**src/rtl/commit_trace_buffer.sv**
```systemverilog
// Retirement-trace unit: stamps committed register write-backs and streams them
// through a first-word fall-through FIFO. Optional TRACE_CHANGED_ONLY_EN drops value-unchanged rewrites.
module commit_trace_buffer #(
  parameter int XLEN  = 32,
  parameter int NREG  = 32,
  parameter int DEPTH = 16,
  parameter int CYC_W = 32,
  localparam int RW   = $clog2(NREG),
  localparam int LW   = $clog2(DEPTH) + 1
) (
  input  logic             clk,
  input  logic             rst_n,
  input  logic             commit_valid,
  input  logic             commit_we,
  input  logic [RW-1:0]    commit_rd,
  input  logic [XLEN-1:0]  commit_wdata,
  input  logic [XLEN-1:0]  commit_pc,
  output logic             trace_valid,
  input  logic             trace_ready,
  output logic [CYC_W-1:0] trace_cycle,
  output logic [XLEN-1:0]  trace_pc,
  output logic [RW-1:0]    trace_rd,
  output logic [XLEN-1:0]  trace_data,
  input  logic             clr_ovf,
  output logic             overflow,
  output logic [15:0]      drop_cnt,
  output logic [LW-1:0]    level
);

  localparam int AW = LW - 1;

  typedef struct packed {
    logic [CYC_W-1:0] cyc;
    logic [XLEN-1:0]  pc;
    logic [RW-1:0]    rd;
    logic [XLEN-1:0]  data;
  } rec_t;

  rec_t             mem [DEPTH];
  rec_t             head;
  logic [LW-1:0]    wptr, rptr;
  logic [CYC_W-1:0] cyc_cnt;
  logic             cand, want, full, empty, pop, push, drop;

  assign cand  = commit_valid & commit_we & (commit_rd != '0);
  assign empty = (wptr == rptr);
  assign full  = (wptr[AW] != rptr[AW]) && (wptr[AW-1:0] == rptr[AW-1:0]);
  assign pop   = trace_valid & trace_ready;
  assign push  = want & (~full | pop);
  assign drop  = want & full & ~pop;
  assign level = wptr - rptr;

`ifdef TRACE_CHANGED_ONLY_EN
  logic [XLEN-1:0] shadow [NREG];

  assign want = cand & (commit_wdata != shadow[commit_rd]);

  // Shadow is architecturally visible (it decides filtering), so it must reset to 0.
  always_ff @(posedge clk or negedge rst_n) begin
    if (!rst_n) begin
      for (int i = 0; i < NREG; i++) shadow[i] <= '0;
    end else if (cand) begin
      shadow[commit_rd] <= commit_wdata;
    end
  end
`else
  assign want = cand;
`endif

  // NOTE: sequential state uses non-blocking assignments so every register samples pre-edge values.
  always_ff @(posedge clk or negedge rst_n) begin
    if (!rst_n) begin
      cyc_cnt  <= '0;
      wptr     <= '0;
      rptr     <= '0;
      overflow <= 1'b0;
      drop_cnt <= '0;
    end else begin
      cyc_cnt <= cyc_cnt + 1'b1;
      if (push) wptr <= wptr + 1'b1;
      if (pop)  rptr <= rptr + 1'b1;
      if (clr_ovf) begin
        overflow <= 1'b0;
        drop_cnt <= '0;
      end else if (drop) begin
        overflow <= 1'b1;
        if (drop_cnt != 16'hFFFF) drop_cnt <= drop_cnt + 16'd1;
      end
    end
  end

  // NOTE: FIFO storage is deliberately not reset; empty pointers plus output gating hide stale entries.
  always_ff @(posedge clk) begin
    if (push) mem[wptr[AW-1:0]] <= '{cyc: cyc_cnt, pc: commit_pc, rd: commit_rd, data: commit_wdata};
  end

  assign head        = mem[rptr[AW-1:0]];
  assign trace_valid = ~empty;
  assign trace_cycle = trace_valid ? head.cyc  : '0;
  assign trace_pc    = trace_valid ? head.pc   : '0;
  assign trace_rd    = trace_valid ? head.rd   : '0;
  assign trace_data  = trace_valid ? head.data : '0;

endmodule

```
**config.mk**
```make
export PLATFORM = sky130hd
export DESIGN_NAME = commit_trace_buffer
export DESIGN_NICKNAME = d
export VERILOG_FILES = /design/src/rtl/commit_trace_buffer.sv
export SDC_FILE = /design/constraint.sdc
export NUM_CORES = 2
export LEC_CHECK = 0
export CAP_MARGIN = 40
export CORE_ASPECT_RATIO = 1.1
export CORE_MARGIN = 4
export CORE_UTILIZATION = 45
export CTS_BUF_LIST = sky130_fd_sc_hd__clkbuf_4
export CTS_CLUSTER_SIZE = 40
export DETAILED_ROUTE_END_ITERATION = 16
export PLACE_DENSITY_LB_ADDON = 0.08
export SKIP_CTS_REPAIR_TIMING = 1
export SYNTH_ARGS = -nofsm -noshare
export SYNTH_HDL_FRONTEND = slang
export SYNTH_SLANG_ARGS = --single-unit
```
**constraint.sdc**
```tcl
create_clock -name clk -period 11.2 [get_ports clk]
set_clock_uncertainty 0.05 [all_clocks]
set_input_delay 2.24 -clock clk [delete_from_list [all_inputs] [get_ports clk]]
set_output_delay 2.24 -clock clk [all_outputs]
set_load 0.03 [all_outputs]
```
; ---- Yosys cells after proc, flatten, opt, wreduce, memory -nomap -nowiden
; Memories as Yosys holds them, arrays and structs flattened.
; Index checks and enable logic that the tools add are counted.
[word_totals]
out_inout_bits = 124
ramBits = 1616
regBits = 59
wordCells = 41
n_memories = 1
inputBits = 75
[memory_table]
columns = name, depth, word_bits, read_ports, rd_clocked_by_memory_dff, write_ports, line_no
row1 = mem, 16, 101, 1, 0, 1, 39  ; rec_t mem [DEPTH];
[op_classes]
mux = 11
eq_ne = 4
addsub = 5
n_bitwise = 10
n_reduce_logical = 5
[ops]
columns = op, count
row1 = two-way mux 32 bit, 3
row2 = two-way mux 16 bit, 3
row3 = "adder 32 x 1 -> 32 bit, second input constant", 1
row4 = "adder 16 x 1 -> 16 bit, second input constant", 1
row5 = "inequality test 16 bit, second input constant", 1
row6 = "adder 5 x 1 -> 5 bit, second input constant", 2
row7 = bitwise AND 1 bit, 6
row8 = == test 5 bit, 1
row9 = two-way mux 5 bit, 1
row10 = nonzero test 5 bit, 1
row11 = subtractor 5 bit, 1
row12 = == test 4 bit, 1
row13 = two-way mux 1 bit, 4
row14 = nonzero test 2 bit, 2
row15 = NOT 1 bit, 3
row16 = AND reduction 2 bit, 1
row17 = logical AND 1 bit, 1
row18 = inequality test 1 bit, 1
row19 = bitwise OR 1 bit, 1

; ---- Logic depth before layout (Yosys ltp)
[logic_depth]
word_depth = 7
mapped_depth = 12
mapped_depth_nobuf = 7

; ---- Worst setup path before layout
; No wires, ideal clock.
[synth_timing]
kind = in2reg
from = in trace_ready
to = mem mem[3][0] (netlist name), enable pin
n_path_buf = 2
arrival_time_ps = 10024
cell_stages = 6
t_required_ps = 10466
setup_time_ps = 684
slack_ps = 441
cell_sequence = or3_1 clkbuf_1 nor2b_1 clkbuf_1 nand2_1 nor3_1
[synth_between]
elab_chain_cells = 5
[synth_rtl]
columns = element, line_no
row1 = from (decl), 19  ; input logic trace_ready,
row2 = bitwise AND 1 bit, 48  ; assign pop = trace_valid & trace_ready;
row3 = bitwise OR 1 bit, 49  ; assign push = want & (~full | pop);
row4 = bitwise AND 1 bit, 49
row5 = two-way mux 1 bit, 94  ; if (push) mem[wptr[AW-1:0]] <= '{cyc: cyc_cnt, pc: commit_pc, rd: commit_rd, data: commit_wdata};
row6 = two-way mux 1 bit (not written as such), 94
row7 = to (decl), 39
; Every way passes these cells.

; ---- Worst setup path in the final report
[layout_timing]
from = reg rptr[0]
to = out trace_cycle[4]
[layout_between]
elab_chain_cells = 2
[layout_rtl]
columns = element, line_no
row1 = from (decl), 41  ; logic [LW-1:0] wptr, rptr;
row2 = from (signal assigned), 81  ; if (pop) rptr <= rptr + 1'b1;
row3 = memory (16 x 101 bit) / == test 5 bit (equally long branches), --
row4 = two-way mux 32 bit (*), 99  ; assign trace_cycle = trace_valid ? head.cyc : '0;
row5 = to (decl), 20  ; output logic [CYC_W-1:0] trace_cycle,
; Every way passes the cells marked *; elsewhere a longest branch is shown, timed or not.

==> metrics.yaml <==
run:
  drv_cap: 0
routing:
  wl_met3_mm: 11.3
  wl_per_cell_um: 28.7
  wl_met1_mm: 65.0
  dr_total_vias: 30700
  ant_nets: 0
  drt_iter0_drc: 2582
  vias_per_cell: 5.63
  highest_layer: "met5"
  drt-total-wl_mm: 157
  drc_errors: 0
  dr_wl_met2_mm: 77.5
  dr.pass1.iters: 5
worst_setup_path:
  critPathSlowestCell: "dfrtp_4"
  cp_num_buf_inv: 4
  cp_slowest_stage_delay_ns: 0.94
  crit_arrival_ns: 5.83
  path_delay_family: "buffers and inverters"
  crit_type: "flip-flop to output port"
  start_kind: "flip-flop"
  crit_required_ns: 8.91
  endpoint_kind: "output port"
  cp_max_fo: 39
  crit_chain: "buf_4 -> buf_16 -> buf_4 -> mux4_2 -> mux4_2 -> and2_1 -> clkdlybuf4s50_1"
floorplanning:
  die_y_um: 404
  core_sq_mm: 0.141
  row_count: 144
  die-area_sq_mm: 0.148
  die_w_um: 368
  initial_core_util_pct: 45.5
  num_io_pins: 199
cells_and_area:
  drive_above_1_share_pct: 36.1
  final_cells: 5458
  area_growth_pct: 16.9
  layout.nets: 3332
logic_synthesis:
  synth-seq-cells: 1675
  yosysUniqueCellTypes: 32
  synth.net_count: 2733
  synth_flop_cell: "edfxtp_1"
  avgSynthCellArea_sq_um: 24.2
  syn_inst: 2646
  yosysSeqAreaShare_pct: 78.1
  synth_edf_count: 1616
  synthArstFlopShare_pct: 3.52
  synth_area_sq_mm: 0.0640
  synth-warning-count: 0
global_route:
  grt_max_degree: 102
  grt_pass1_vias: 33600
  track_usage_pct: 21.5
  grt_pass1_wl_mm: 230
  antenna_found_initial: 17
  grt_overflow: 0
outcome:
  status: "finished, final reports clean"
clock_network:
  htreeDepth: 5
  cts.path.max_buffers: 4
  clk_latency_ns: 1.35
  root_buffer: "clkbuf_4"
  cts_buffers: 437
  path_clk_slew_ns: 0.07
  cts_tree: "yes"
  cts.sinks: 1675
place:
  gp_congestion: 0.716
  dp_hpwl_mm: 85.2
  place_inst: 4704
  port_buffers: 198
power:
  power.leakage_nw: 24.0
  vdd_drop_max_mv: 0.277
  p_per_area_mw_per_mm2: 251
  p_int_mw: 12.8
  power_frac_comb_pct: 34.2
  clkPwrFrac_pct: 26.7
  switching_share_pct: 31.8
  p_sw_mw: 5.99
  power.share.sequential_pct: 39.1
timing:
  hold_viol_final: 0
  timing.setup.tns_ns: 0
  worst_slew_pin_slew_ns: 1.09
  setup_viol: 0
  finalCritPeriodShare_pct: 72.5
  fmax_mhz: 123
  min_period_ns: 8.12
  timing.final.max_slew_violations: 0
  slew_headroom_pct: 27.0
  rsz0062_at_grt: "no"
hold_path:
  hold_path.class: "flip-flop to flip-flop"
-- placed cells by master, fill, tap and decap left out, types with 13 or more instances in the layout --
cell and instances:
edfxtp_1 1616, clkbuf_4 637, buf_4 53, diode_2 14, nand3_1 18, dfrtp_1 56
xor2_1 16, buf_16 38, nor2_1 21, mux4_2 505, xnor2_1 36, clkdlybuf4s50_1 197
nand2_1 26, clkinv_1 84, and2_1 104, nand4_1 13
-- cell type report --
class / instances / area (sq um)
multi-input cells: 826 / 13500
clock inverters: 103 / 480
inverters: 10 / 50.0
flip-flops and latches: 1675 / 50000
repair buffers: 295 / 3550
diodes: 14 / 35.0
clock buffers: 637 / 4780
fillers: 11000 / 65900
well taps: 1898 / 2370
-- Yosys cell counts, types with 6 or more instances --
| cell type | instances | area share (%) |
|---|---|---|
| and3_1 | 9 | 0.088 |
| and4_1 | 7 | 0.096 |
| nand3_1 | 18 | 0.14 |
| clkbuf_1 | 79 | 0.46 |
| mux4_2 | 505 | 18 |
| nor3_1 | 6 | 0.047 |
| nor2_1 | 32 | 0.19 |
| nor4_1 | 9 | 0.088 |
| ha_1 | 11 | 0.21 |
| xor2_1 | 16 | 0.22 |
| nand4_1 | 13 | 0.13 |
| a21oi_1 | 6 | 0.047 |
| buf_1 | 17 | 0.10 |
| edfxtp_1 | 1616 | 76 |
| nand2_1 | 27 | 0.16 |
| dfrtp_1 | 59 | 2.3 |
| and2_1 | 104 | 1.0 |
| buf_2 | 39 | 0.30 |
| xnor2_1 | 36 | 0.49 |
| inv_1 | 10 | 0.059 |
-- sequential cells by signal (all words and copies together) (netlist names) --
signal,flops
drop_cnt,16
cyc_cnt,32
overflow,1
rptr,5
wptr,5
mem,1616
-- stage by stage --
stage          total power [mW]  area, sq um  hold slack [ns]  utilization (%)  setup slack [ns]
4_1_cts                    19.1        74800            0.449             53.2              2.75
5_1_grt                    19.8        74800            0.470             53.2              2.49
3_3_place_gp               13.9        68400            0.431             48.6              3.94
3_5_place_dp               14.1        69500            0.435             49.4              4.29
6_report                   18.8        74800            0.448             53.2              3.08
2_1_floorplan              11.6        64000            0.416                -             0.441
-- power groups by stage --
stage,Combinational [mW],Clock [mW],Sequential (mW)
finish,6.43,5.02,7.35
global route,6.82,5.58,7.38
CTS,6.58,5.20,7.36
detailed placement,6.56,0,7.50
global placement,6.37,0,7.51
floorplan,4.17,0,7.39
-- worst paths after layout --
kind	startpoint	to	slack (ns)	cells past startpoint
max	rptr[0]	trace_cycle[4]	3.08	7
min	rptr[4]	rptr[4]	0.45	1
max reg2reg	rptr[2]	mem[14][60]	5.95	10
min reg2reg	rptr[4]	rptr[4]	0.45	1
max in group asynchronous	rst_n	rptr[0]	9.86	2
min in group asynchronous	rst_n	cyc_cnt[12]	0.66	1
-- layer usage --
metal / vias up / track usage, %
li1: 12800 / -
met1: 16500 / 28.8
met2: 1152 / 34.8
met3: 227 / 6.28
met4: 2 / 6.00
met5: - / 0
-- cells by family after synthesis --
| kind of cell | after synthesis | synth area share (%) |
|---|---|---|
| flip-flops | 1675 | 78.1 |
| AO/OA/AOI/OAI | 16 | 0.145 |
| adder cells (fa/ha/maj) | 12 | 0.246 |
| XOR/XNOR | 52 | 0.711 |
| AND/OR/NAND/NOR | 240 | 2.11 |
| buffers and inverters | 145 | 0.926 |
| multiplexers | 506 | 17.8 |
Power figures use the tool's default switching activity.
